## src/rtl/store_merge.sv

```systemverilog
// Narrows byte/halfword/word stores into a word-wide memory without byte enables,
// using read-modify-write for sub-word stores.
module store_merge (
    input  logic        i_clk,
    input  logic        i_rst_n,
    input  logic        i_req_valid,
    output logic        o_req_ready,
    input  logic [31:0] i_req_addr,
    input  logic [31:0] i_req_data,
    input  logic [1:0]  i_req_size,
    output logic [31:0] o_mem_addr,
    output logic        o_mem_re,
    input  logic [31:0] i_mem_rdata,
    output logic        o_mem_we,
    output logic [31:0] o_mem_wdata,
    output logic        o_done,
    output logic        o_err
);
    typedef enum logic [2:0] {IDLE, READ, MERGE, WRITE, ERR} state_t;

    localparam logic [1:0] SIZE_BYTE = 2'b00;
    localparam logic [1:0] SIZE_HALF = 2'b01;
    localparam logic [1:0] SIZE_WORD = 2'b10;

    state_t      state_reg, state_next;
    logic [31:0] addr_reg, data_reg, word_reg;
    logic [1:0]  size_reg;
    logic [31:0] merged_word;
    logic        handshake, misaligned;

    assign handshake = i_req_valid && (state_reg == IDLE);

    always_comb begin
        case (i_req_size)
            SIZE_BYTE: misaligned = 1'b0;
            SIZE_HALF: misaligned = i_req_addr[0];
            SIZE_WORD: misaligned = |i_req_addr[1:0];
            default:   misaligned = 1'b1;
        endcase
    end

    // Each byte lane either keeps the read word or takes the store data;
    // a halfword feeds data[15:8] into the odd lane of its pair.
    genvar gi;
    generate
        for (gi = 0; gi < 4; gi++) begin : g_lane
            localparam logic [1:0] LANE = 2'(gi);
            logic       hit;
            logic [7:0] src;
            assign hit = (size_reg == SIZE_BYTE) ? (addr_reg[1:0] == LANE)
                                                 : (addr_reg[1] == LANE[1]);
            assign src = ((size_reg == SIZE_HALF) && LANE[0]) ? data_reg[15:8] : data_reg[7:0];
            assign merged_word[8*gi +: 8] = hit ? src : i_mem_rdata[8*gi +: 8];
        end
    endgenerate

    always_ff @(posedge i_clk or negedge i_rst_n) begin
        if (!i_rst_n) begin
            state_reg <= IDLE;
            addr_reg  <= '0;
            data_reg  <= '0;
            size_reg  <= '0;
            word_reg  <= '0;
        end else begin
            state_reg <= state_next;
            if (handshake) begin
                addr_reg <= i_req_addr;
                data_reg <= i_req_data;
                size_reg <= i_req_size;
                word_reg <= i_req_data;
            end else if (state_reg == MERGE) begin
                word_reg <= merged_word;
            end
        end
    end

    always_comb begin
        state_next  = state_reg;
        o_req_ready = 1'b0;
        o_mem_addr  = '0;
        o_mem_re    = 1'b0;
        o_mem_we    = 1'b0;
        o_mem_wdata = '0;
        o_done      = 1'b0;
        o_err       = 1'b0;
        case (state_reg)
            IDLE: begin
                o_req_ready = 1'b1;
                if (i_req_valid) begin
                    if (misaligned)                   state_next = ERR;
                    else if (i_req_size == SIZE_WORD) state_next = WRITE;
                    else                              state_next = READ;
                end
            end
            READ: begin
                o_mem_re   = 1'b1;
                o_mem_addr = {addr_reg[31:2], 2'b00};
                state_next = MERGE;
            end
            MERGE: state_next = WRITE;
            WRITE: begin
                o_mem_we    = 1'b1;
                o_mem_addr  = {addr_reg[31:2], 2'b00};
                o_mem_wdata = word_reg;
                o_done      = 1'b1;
                state_next  = IDLE;
            end
            ERR: begin
                o_err      = 1'b1;
                state_next = IDLE;
            end
            default: state_next = IDLE;
        endcase
    end
endmodule

```

## config.mk

```make
export PLATFORM = sky130hd
export DESIGN_NAME = store_merge
export DESIGN_NICKNAME = d
export VERILOG_FILES = /design/src/rtl/store_merge.sv
export SDC_FILE = /design/constraint.sdc
export NUM_CORES = 1
export LEC_CHECK = 0
export BUFFER_PORTS_ARGS = -buffer_cell sky130_fd_sc_hd__buf_4
export CORE_MARGIN = 1.5
export CORE_UTILIZATION = 50
export DETAILED_ROUTE_END_ITERATION = 7
export GPL_ROUTABILITY_DRIVEN = 0
export PLACE_DENSITY = 0.8
export SKIP_CTS_REPAIR_TIMING = 1
export SLEW_MARGIN = 20
export SYNTH_ARGS = -nofsm -noshare
export SYNTH_HDL_FRONTEND = slang
export SYNTH_SLANG_ARGS = --single-unit
```

## constraint.sdc

```tcl
create_clock -name i_clk -period 3.3 [get_ports i_clk]
set_input_delay 0.165 -clock i_clk [delete_from_list [all_inputs] [get_ports i_clk]]
set_output_delay 0.165 -clock i_clk [all_outputs]
set_load 0.005 [all_outputs]
```

==> results.yml, run 1 <==
synthesis:
  yosys_warnings: 0
  ys_ff_latch: 85
  syn_area_um2: 4800
  yosysSeqAreaShare_pct: 44.3
  synth_cell_types: 33
  avgSynthCellArea_um2: 8.13
  synthCells: 591
final_layout:
  antennaDiodeCount: 0
  final_common_cell: "buf_4"
  layout-drive-gt1-share_pct: 27.5
  nets: 838
  layout_common_cells: "173 x buf_4, 172 x nand2_1, 84 x dfrtp_1"
  syn2layout_area_growth_pct: 33.2
  fill_cells: 782
placed_design:
  io_buffers: 167
  hpwl_um: 9950
clock_tree:
  cts-htree-levels: 3
  cts.sinks: 85
  insertion_delay_ps: 360
  clkSlewWorstSetupHoldPaths_ps: 90
  cts_tree: "done"
  cts_root_buf: "clkbuf_8"
  clk_path_buf_depth: 2
  cts_made_buffers: 9
routing:
  dr.pass1.iters: 5
  route.met2.wl_um: 6810
  wire_per_inst_um: 16.8
  dr.max_layer_used: "met4"
  num_vias: 4994
  ant_nets: 0
  detail_route.vias_per_cell: 5.73
  drc: 0
  drt_iter0_drc: 338
  wirelength_um: 14700
  dr_wl_met3_um: 1330
  wl_met1_um: 6170
timing:
  hold_violations: 4
  tns_ps: 0
  rsz0062_at_grt: "false"
  finalSetupViolCount: 0
  maxSlewViolCount: 0
  fmaxAchievable_ghz: 0.426
  fin_crit_ps: 2350
  timing.hold.ws_ps: -3.16
  min_period_over_period_pct: 71.1
  slew_headroom_pct: 31.6
  max_slew.worst_pin.slew_ps: 1020
  fin_skew_ps: 6.22
worst_setup_path:
  max_stage_delay_ps: 740
  worst_ep_required_time_ps: 3540
  worstSetupPathType: "reg2reg"
  crit_path_max_fanout: 50
  cpMostUsedCell: "nand2_1"
  critical-path-slowest-cell: "or2_2"
  critPathCaptureType: "flip-flop"
  cp-start-kind: "flip-flop"
  path_cells: "or3b_1 -> or2_2 -> nand2_1 -> nand2_1"
  cp_data_arrival_time_ps: 2590
worst_hold_path:
  hp-class: "in2reg"
job:
  max_cap_violations: 0
power:
  irDropWorstVdd_mv: 0.480
  p_per_area_nw_per_um2: 904
  cellLeakagePower_nw: 3.25
die:
  die_area_um2: 10200
  num_rows: 35
  core_area_um2: 9280
  die_y_um: 101
  io_pins: 170
  die_x_um: 101
  start_util_pct: 51.8
global_route:
  grt-ovfl-total: 0
  track_usage_pct: 28.9
  grt_pass1_wl_um: 23100
  grt_max_degree: 64
  grt_pass1_vias: 4743
  antenna_found_initial: 0
run_status:
  status: "finished, violations left"
  violations: "hold timing"
==> final timing paths <==
kind / from / endpoint / slack (ps) / cells after the start
worst max-delay path: state_reg[2] / data_reg[15] / 950 / 4
worst min-delay path: i_req_addr[12] / addr_reg[12] / -3 / 3
worst max register to register: state_reg[2] / data_reg[15] / 950 / 4
worst min register to register: addr_reg[12] / addr_reg[12] / 470 / 2
max in group asynchronous: i_rst_n / addr_reg[15] / 2040 / 3
min in group asynchronous: i_rst_n / word_reg[14] / 430 / 2
==> through the flow <==
stage	instance area (µm²)	setup slack (ps)	util [%]	power, W	std cells
2_1_floorplan	4810	1700	-	0.00389	592
3_3_place_gp	6000	961	64.6	0.00476	838
3_5_place_dp	6000	887	64.6	0.00490	838
4_1_cts	6230	960	67.1	0.00574	854
5_1_grt	6400	805	68.9	0.00623	871
6_report	6400	953	68.9	0.00578	871
==> power breakdown <==
| group | switching, W | internal, W | total [W] |
|---|---|---|---|
| registers | 0.000566 | 0.00156 | 0.00213 |
| clock network | 0.000388 | 0.000449 | 0.000836 |
| logic | 0.00149 | 0.00132 | 0.00282 |
| total | 0.00245 | 0.00333 | 0.00578 |
==> cell usage after synthesis <==
cell type / instances / area, µm²
o221a_2: 8 / 90.1
o22ai_1: 16 / 100
o21ai_0: 9 / 45.0
inv_1: 9 / 33.8
o221ai_1: 16 / 140
a311oi_1: 1 / 8.76
nor3b_1: 10 / 75.1
or2_1: 1 / 6.26
a211oi_1: 1 / 7.51
dfrtp_1: 85 / 2130
nor2b_1: 11 / 68.8
a21oi_1: 66 / 330
clkbuf_2: 1 / 5.00
and3_1: 32 / 200
nand2_1: 172 / 646
nor3_1: 1 / 5.00
nand3_1: 8 / 40.0
or2_2: 3 / 18.8
conb_1: 1 / 3.75
buf_6: 6 / 67.6
nor2_1: 16 / 60.1
a2bb2oi_1: 8 / 70.1
o21ai_1: 1 / 5.00
clkbuf_1: 30 / 113
nand2b_1: 2 / 12.5
or3b_1: 2 / 17.5
and2_1: 31 / 194
buf_4: 3 / 22.5
nor2_2: 1 / 6.26
buf_1: 4 / 15.0
buf_2: 12 / 60.1
a32oi_1: 8 / 70.1
o22a_1: 16 / 140
==> per-layer routing <==
layer | global-route usage, % | up-vias
met3 | 7.28 | 32
met4 | 10.9 | 0
met5 | 0 | -
met2 | 44.2 | 263
li1 | - | 2330
met1 | 39.6 | 2369
==> kinds of logic (layout without fill, tap and decap cells) <==
group / Yosys count / after routing / synth area share, %
flip-flops: 85 / 85 / 44.3
other: 1 / 2 / 0.0781
buffers and inverters: 65 / 215 / 6.59
AO/OA/AOI/OAI: 150 / 150 / 21.0
AND/OR/NAND/NOR: 290 / 290 / 28.1
==> area by class of cell <==
class | count | area, µm² | share of cell area [%]
inverters | 9 | 33.8 | 0.528
multi-input cells | 442 | 2380 | 37.2
flip-flops and latches | 85 | 2130 | 33.3
well taps | 129 | 161 | 2.52
repair buffers | 190 | 1470 | 23.0
clock buffers | 11 | 141 | 2.21
clock inverters | 5 | 83.8 | 1.31
==> critical path, delay by kind of cell (launching register included) <==
family,cells,cell delay [ps]
DFF,1,480
and+or+nand+nor,4,1720
No activity file was read; power rests on OpenSTA's default activity.
==> run 2: changes to the inputs <==
Clock period 3.3 ns to 2.4 ns, I/O delays scaled along.
==> results.yml, run 2 (synthesized netlist as in run 1, its figures left out) <==
routing:
  drt_iter0_drc: 364
  dr.pass1.iters: 5
  ant_nets: 0
  wire_per_inst_um: 16.7
  num_vias: 5143
  detail_route.vias_per_cell: 5.70
  wirelength_um: 15100
  drc: 0
worst_setup_path:
  worstSetupPathType: "reg2out"
  cp-start-kind: "flip-flop"
  critPathCaptureType: "output port"
  worst_ep_required_time_ps: 2280
  cp_data_arrival_time_ps: 1920
  r2r_cells: 4
  crit_path_max_fanout: 27
clock_tree:
  clkSlewWorstSetupHoldPaths_ps: 80
  cts-htree-levels: 3
  cts_made_buffers: 9
  insertion_delay_ps: 360
  clk_path_buf_depth: 2
  cts_tree: "done"
  cts_root_buf: "clkbuf_8"
  cts.sinks: 85
run_status:
  status: "finished, violations left"
  violations: "hold timing"
final_layout:
  instances_no_fill: 903
  antennaDiodeCount: 0
  layout-drive-gt1-share_pct: 27.3
  final_area_um2: 6640
  final_common_cell: "buf_4"
  layout_common_cells: "181 x buf_4, 172 x nand2_1, 84 x dfrtp_1"
  nets: 871
  syn2layout_area_growth_pct: 38.2
placed_design:
  dp_slack_ps: 405
  dp.cells: 846
  postPlaceCellArea_um2: 6060
  io_buffers: 167
  hpwl_um: 10000
die:
  io_pins: 170
  core_area_um2: 9280
  die_area_um2: 10200
  die_x_um: 101
  die_y_um: 101
  num_rows: 35
  start_util_pct: 51.8
global_route:
  grt_pass1_vias: 4623
  grt_max_degree: 81
  antenna_found_initial: 0
  track_usage_pct: 28.5
  grt-ovfl-total: 0
  grt_pass1_wl_um: 23000
timing:
  min_period_over_period_pct: 85.1
  fin_crit_ps: 2040
  finalSetupViolCount: 0
  rsz0062_at_grt: "false"
  timing.hold.ws_ps: -11.2
  max_slew.worst_pin.slew_ps: 937
  hold_violations: 8
  fin_skew_ps: 13.9
  slew_headroom_pct: 37.5
  tns_ps: 0
  setup_ws_ps: 359
  maxSlewViolCount: 0
  fmaxAchievable_ghz: 0.490
power:
  irDropWorstVdd_mv: 0.602
  p_per_area_nw_per_um2: 1170
  cellLeakagePower_nw: 3.37
job:
  max_cap_violations: 0
worst_hold_path:
  hp-class: "in2reg"
  holdPathStages: 3
[run 2: cell count changes in the layout (fill, tap and decap cells not counted), sizes merged]
cell | before | now
dlygate4sd3 | 17 | 42
buf | 173 | 181
clkinv | 1 | 5
bufinv | 2 | 0
clkinvlp | 2 | 0
clkbuf | 11 | 10
[run 2: final cells by class]
cell class	instances	area [µm²]
clock buffer	10	128
clock inverter	5	28.8
fill	748	2650
inverter	9	33.8
multi-input combinational	442	2380
sequential	85	2130
tap	129	161
timing repair buffer	223	1780
[run 2: worst paths after layout]
path | from | to | slack (ps)
setup / recovery | state_reg[0] | o_done | 360
hold / removal | i_req_data[12] | data_reg[12] | -10
setup reg to reg | state_reg[2] | data_reg[15] | 370
hold reg to reg | addr_reg[11] | addr_reg[11] | 470
max in group asynchronous | i_rst_n | word_reg[7] | 1300
min in group asynchronous | i_rst_n | word_reg[14] | 380
[run 2: layer usage]
metal	GRT usage (%)	wire (µm)	vias to the layer above
met3	5.89	1240	41
met2	45.0	7050	272
li1	-	-	2394
met1	39.0	6330	2436
met4	10.7	488	0
met5	0	0	-
[run 2: report_power, final]
group | switching (W) | internal, W
Clock | 0.000509 | 0.000366
Sequential | 0.000633 | 0.00215
Combinational | 0.00223 | 0.00191
Total | 0.00337 | 0.00443
[run 2: metrics by stage]
stage / total power (W) / utilization [%] / hold slack [ps]
2_1_floorplan: 0.00535 / - / -176
3_3_place_gp: 0.00662 / 65.3 / 236
3_5_place_dp: 0.00681 / 65.3 / 247
4_1_cts: 0.00769 / 67.0 / -139
5_1_grt: 0.00842 / 71.5 / 4.83
6_report: 0.00779 / 71.5 / -11.2
[run 2: worst max-delay path: stages (launching register included)]
cell and delay, ps:
dfrtp_1 470, nor2b_4 460, buf_4 320, and2_1 190, buf_4 120
